<file path="src/rtl/regfile_pkg.sv">
// Shared register-file constants and types.
package regfile_pkg;

  localparam int unsigned REG_AW = 5;
  localparam int unsigned DATA_W = 32;
  localparam int unsigned NREG   = 32;

  typedef logic [REG_AW-1:0] reg_addr_t;
  typedef logic [DATA_W-1:0] reg_data_t;

  localparam reg_addr_t ZERO_REG = 5'd0;

endpackage

</file>
<file path="src/rtl/rr_arbiter.sv">
// Stateless round-robin arbiter: first requester at or above i_ptr (wrapping) wins.
module rr_arbiter #(
  parameter int unsigned N     = 3,
  parameter int unsigned PTR_W = $clog2(N)
) (
  input  logic [N-1:0]     i_req,
  input  logic [PTR_W-1:0] i_ptr,
  output logic [N-1:0]     o_gnt,
  output logic [PTR_W-1:0] o_idx,
  output logic             o_any
);

  logic [PTR_W-1:0] w_j;

  always_comb begin
    o_gnt = '0;
    o_idx = '0;
    o_any = 1'b0;
    w_j   = '0;
    for (int unsigned off = 0; off < N; off++) begin
      w_j = PTR_W'((32'(i_ptr) + off) % N);
      if (!o_any && i_req[w_j]) begin
        o_gnt[w_j] = 1'b1;
        o_idx      = w_j;
        o_any      = 1'b1;
      end
    end
  end

endmodule

</file>
<file path="src/rtl/regfile_wb_arbiter.sv">
// Write-back arbiter for the register-file write port plus pending-write scoreboard.
// Scoreboard is built only when SCOREBOARD_EN is defined.
module regfile_wb_arbiter
  import regfile_pkg::*;
#(
  parameter int unsigned NREQ  = 3,
  parameter int unsigned CNT_W = 2
) (
  input  logic                   CLK,
  input  logic                   reset,
  input  logic [NREQ-1:0]        req_valid,
  input  logic [NREQ*REG_AW-1:0] req_wa,
  input  logic [NREQ*DATA_W-1:0] req_wd,
  output logic [NREQ-1:0]        req_ready,
  output logic                   rf_we,
  output reg_addr_t              rf_wa,
  output reg_data_t              rf_wd,
  input  logic                   rsv_en,
  input  reg_addr_t              rsv_wa,
  output logic                   rsv_full,
  input  reg_addr_t              chk_ra1,
  input  reg_addr_t              chk_ra2,
  output logic                   chk_busy1,
  output logic                   chk_busy2
);

  localparam int unsigned PTR_W = $clog2(NREQ);

  logic [PTR_W-1:0] r_ptr;
  logic [NREQ-1:0]  w_gnt;
  logic [PTR_W-1:0] w_idx;
  logic             w_any;
  reg_addr_t        w_wa;
  reg_data_t        w_wd;
  logic             r_we;
  reg_addr_t        r_wa;
  reg_data_t        r_wd;

  rr_arbiter #(
    .N     (NREQ),
    .PTR_W (PTR_W)
  ) u_rr_arbiter (
    .i_req (req_valid),
    .i_ptr (r_ptr),
    .o_gnt (w_gnt),
    .o_idx (w_idx),
    .o_any (w_any)
  );

  assign req_ready = w_gnt;

  // Grant is one-hot, so an OR-select picks the winner's address/data.
  always_comb begin
    w_wa = '0;
    w_wd = '0;
    for (int i = 0; i < NREQ; i++) begin
      if (w_gnt[i]) begin
        w_wa = w_wa | req_wa[i*REG_AW +: REG_AW];
        w_wd = w_wd | req_wd[i*DATA_W +: DATA_W];
      end
    end
  end

  always_ff @(posedge CLK or posedge reset) begin
    if (reset) begin
      r_ptr <= '0;
      r_we  <= 1'b0;
      r_wa  <= '0;
      r_wd  <= '0;
    end else if (w_any) begin
      r_ptr <= (w_idx == PTR_W'(NREQ - 1)) ? '0 : w_idx + 1'b1;
      r_we  <= (w_wa != ZERO_REG);
      r_wa  <= w_wa;
      r_wd  <= w_wd;
    end else begin
      r_we  <= 1'b0;
    end
  end

  assign rf_we = r_we;
  assign rf_wa = r_wa;
  assign rf_wd = r_wd;

`ifdef SCOREBOARD_EN
  localparam logic [CNT_W-1:0] CNT_MAX = {CNT_W{1'b1}};

  logic [CNT_W-1:0] r_cnt [NREG];
  logic             w_inc;
  logic             w_dec;

  assign w_inc = rsv_en && (rsv_wa != ZERO_REG) && (r_cnt[rsv_wa] != CNT_MAX);
  assign w_dec = w_any && (w_wa != ZERO_REG) && (r_cnt[w_wa] != '0);

  // Register 0 is never selected by w_inc/w_dec, so its counter stays at reset value.
  always_ff @(posedge CLK or posedge reset) begin
    if (reset) begin
      for (int i = 0; i < NREG; i++) r_cnt[i] <= '0;
    end else begin
      for (int i = 0; i < NREG; i++) begin
        if (w_inc && (rsv_wa == REG_AW'(i)) && !(w_dec && (w_wa == REG_AW'(i)))) begin
          r_cnt[i] <= r_cnt[i] + 1'b1;
        end else if (w_dec && (w_wa == REG_AW'(i)) &&
                     !(w_inc && (rsv_wa == REG_AW'(i)))) begin
          r_cnt[i] <= r_cnt[i] - 1'b1;
        end
      end
    end
  end

  assign rsv_full  = (rsv_wa != ZERO_REG) && (r_cnt[rsv_wa] == CNT_MAX);
  assign chk_busy1 = (r_cnt[chk_ra1] != '0);
  assign chk_busy2 = (r_cnt[chk_ra2] != '0);
`else
  logic [CNT_W-1:0] w_unused_cnt;
  logic             w_unused_in;

  assign w_unused_cnt = '0;
  assign w_unused_in  = ^{rsv_en, rsv_wa, chk_ra1, chk_ra2, w_unused_cnt};
  assign rsv_full     = 1'b0;
  assign chk_busy1    = 1'b0;
  assign chk_busy2    = 1'b0;
`endif

endmodule

</file>
<file path="config.mk">
export PLATFORM = sky130hd
export DESIGN_NAME = regfile_wb_arbiter
export DESIGN_NICKNAME = d
export VERILOG_FILES = /design/src/rtl/regfile_pkg.sv /design/src/rtl/rr_arbiter.sv /design/src/rtl/regfile_wb_arbiter.sv
export SDC_FILE = /design/constraint.sdc
export NUM_CORES = 1
export LEC_CHECK = 0
export ABC_AREA = 0
export BUFFER_PORTS_ARGS = -buffer_cell sky130_fd_sc_hd__clkbuf_2
export CAP_MARGIN = 20
export CELL_PAD_IN_SITES_DETAIL_PLACEMENT = 1
export CELL_PAD_IN_SITES_GLOBAL_PLACEMENT = 2
export CORE_ASPECT_RATIO = 0.9
export CORE_UTILIZATION = 22
export DETAILED_ROUTE_END_ITERATION = 7
export GPL_ROUTABILITY_DRIVEN = 0
export PLACE_DENSITY = 0.85
export SLEW_MARGIN = 40
export SYNTH_ARGS = -nofsm -noshare
export SYNTH_HDL_FRONTEND = slang
export SYNTH_SLANG_ARGS = --single-unit
</file>
<file path="constraint.sdc">
create_clock -name CLK -period 5.1 [get_ports CLK]
set_input_delay 0.765 -clock CLK [delete_from_list [all_inputs] [get_ports CLK]]
set_output_delay 0.765 -clock CLK [all_outputs]
set_load 0.02 [all_outputs]
</file>
==> flow_summary.json <==
{
  "maxCapViolations": 0,
  "cts-root-buf": "clkbuf_16",
  "dieHeight_um": 101,
  "cts_resized": 0,
  "arrival_ps": 2680,
  "tns_ps": 0,
  "area_growth_pct": 46.7,
  "clock_latency_ps": 280,
  "fin_worst_skew_ps": 6.87,
  "async_reset_ff_share_pct": 100,
  "coreArea_um2": 10400,
  "p_per_area_nw_per_um2": 850,
  "leakage_nw": 1.70,
  "drtIter0Drc": 147,
  "whs_ps": 483,
  "status": "complete, but fails checks",
  "netlist_instances": 280,
  "path_class": "flip-flop to primary output",
  "finalCritPeriodShare_pct": 67.5,
  "hold_buffers": 0,
  "period_needed_ps": 3440,
  "final_nets": 563,
  "cts_buffers": 5,
  "antenna_found_initial": 0,
  "hold_class": "flip-flop to flip-flop",
  "synth_edf_count": 0,
  "peakVddDrop_mv": 0.316,
  "path_clk_slew_ps": 60,
  "ys.flop_type": "dfrtp_1",
  "yosys.cell_types.count": 42,
  "grt_pass1_wl_um": 14800,
  "pin_count": 176,
  "path_max_fanout": 13,
  "ctsLongestPathBuffers": 2,
  "antenna_left": 0,
  "hold_viol_final": 0,
  "synth_common_cells": "46 x nand2_1, 45 x nor2_1, 40 x dfrtp_1",
  "ys_seq_elements": 40,
  "cp.required_ps": 4340,
  "die_x_um": 112,
  "cts_tree": "yes",
  "rows": 35,
  "grt_setup_unrepaired": "no",
  "setup_viol": 0,
  "drive_gt1_share_pct": 42.3,
  "ys_top_cells_by_area": "dfrtp_1 42%, a221oi_1 13%, nand2_1 7.3%",
  "power_mw": 2.97,
  "port_buffers": 156,
  "startpoint_type": "flip-flop",
  "die_area_um2": 11200,
  "syn_area_um2": 2380,
  "initial_core_util_pct": 22.9,
  "max_freq_mhz": 290,
  "vias": 2745,
  "h-tree-depth": 2,
  "vias_per_cell": 4.93,
  "wirelength_um": 9030,
  "tightest_slew_ps": 591,
  "final_max_slew_viol_count": 0,
  "fillers": 1281,
  "post-synth-top-area-fraction_pct": 42.1,
  "instances_no_fill": 557,
  "post-cts-setup-buffer-count": 0,
  "dpl.cell_count": 549,
  "end_kind": "primary output",
  "syn_area_per_cell_um2": 8.49,
  "yosysMostFrequentCell": "nand2_1",
  "overflow": 0,
  "drcViolationCount": 12,
  "slew_headroom_pct": 60.5,
  "place_hpwl_um": 6700,
  "wl_per_cell_um": 16.2,
  "grt_usage_pct": 16.8,
  "antenna_cells": 0,
  "cts_sinks": 40,
  "grt_max_degree": 41,
  "yosysTopAreaCell": "dfrtp_1",
  "ys_seq_area_share_pct": 42.1,
  "yosys_warnings": 0,
  "drtPass1Iterations": 6,
  "grt_pass1_vias": 2845,
  "violations": "DRC"
}
==> registers in the layout (all words and copies together), names as in the netlist <==
register / count
r_ptr: 2
rf_wd: 32
rf_wa: 5
rf_we: 1
==> through the flow <==
stage               setup WS [ps]  instance area (um2)  utilization (%)
floorplan                    2460                 2390                -
global placement             2040                 3270             31.5
finish                       1660                 3490             33.6
global route                 1480                 3490             33.6
CTS                          1670                 3490             33.6
detailed placement           2000                 3330             32.0
==> routing by layer <==
| metal | up-vias | wire length [um] | GRT usage, % | share of wire, % |
|---|---|---|---|---|
| li1 | 1317 | - | - | - |
| met1 | 1311 | 4000 | 21.2 | 44 |
| met2 | 112 | 4360 | 29.4 | 48 |
| met3 | 5 | 619 | 3.85 | 6.9 |
| met4 | 0 | 48 | 3.22 | 0.53 |
| met5 | - | 0 | 0 | 0 |
==> final cells by class <==
type / instances / area (um2) / share of cell area (%)
multi-input cells: 211 / 1270 / 36.5
clock buffers: 6 / 129 / 3.69
inverters: 7 / 28.8 / 0.825
flip-flops and latches: 40 / 1000 / 28.7
well taps: 129 / 161 / 4.63
clock inverters: 2 / 35.0 / 1.00
repair buffers: 162 / 861 / 24.7
==> layout by cell type (no fill, tap or decap), types with 2 or more instances in the layout <==
cell type / instances
clkbuf_2: 156
nand2_1: 46
nor2_1: 43
dfrtp_1: 40
a221oi_1: 34
a21oi_1: 34
o21ai_0: 7
inv_1: 6
clkbuf_16: 5
a222oi_1: 4
ha_1: 4
nor2_4: 3
conb_1: 3
buf_4: 3
nand4b_1: 2
o31ai_1: 2
nor3b_1: 2
nand4_1: 2
a211oi_1: 2
or2_2: 2
buf_8: 2
==> power breakdown <==
group	internal (mW)	switching, mW
sequential	0.507	0.0880
combinational	0.731	1.28
clock	0.230	0.132
==> critical path, stage by stage (launching register included) <==
cell and delay (ps):
dfrtp_1 400, inv_1 100, ha_1 460, mux2i_1 380, o21a_1 340, a21oi_2 130, nor2_4 340, clkbuf_2 240
==> cell families (layout without fill, tap and decap cells) <==
logic type / Yosys count / in the layout / synth area share, %
AND/OR/NAND/NOR: 103 / 103 / 18.1
AO/OA/AOI/OAI: 97 / 97 / 29.0
flip-flops: 40 / 40 / 42.1
buffers and inverters: 31 / 177 / 6.42
adder cells (fa/ha/maj): 4 / 4 / 2.10
multiplexers: 4 / 4 / 2.10
other: 1 / 3 / 0.158
==> final timing paths <==
| kind | startpoint | to | slack [ps] | depth (start not counted) |
|---|---|---|---|---|
| max | r_ptr[1] | req_ready[0] | 1660 | 7 |
| min | rf_wa[4] | rf_wa[4] | 480 | 2 |
| max reg2reg | r_ptr[1] | rf_we | 2000 | 9 |
| min reg2reg | rf_wa[4] | rf_wa[4] | 480 | 2 |
| max in group asynchronous | reset | rf_wd[7] | 4210 | 2 |
| min in group asynchronous | reset | rf_wd[17] | 530 | 2 |
Power figures use the tool's default switching activity.
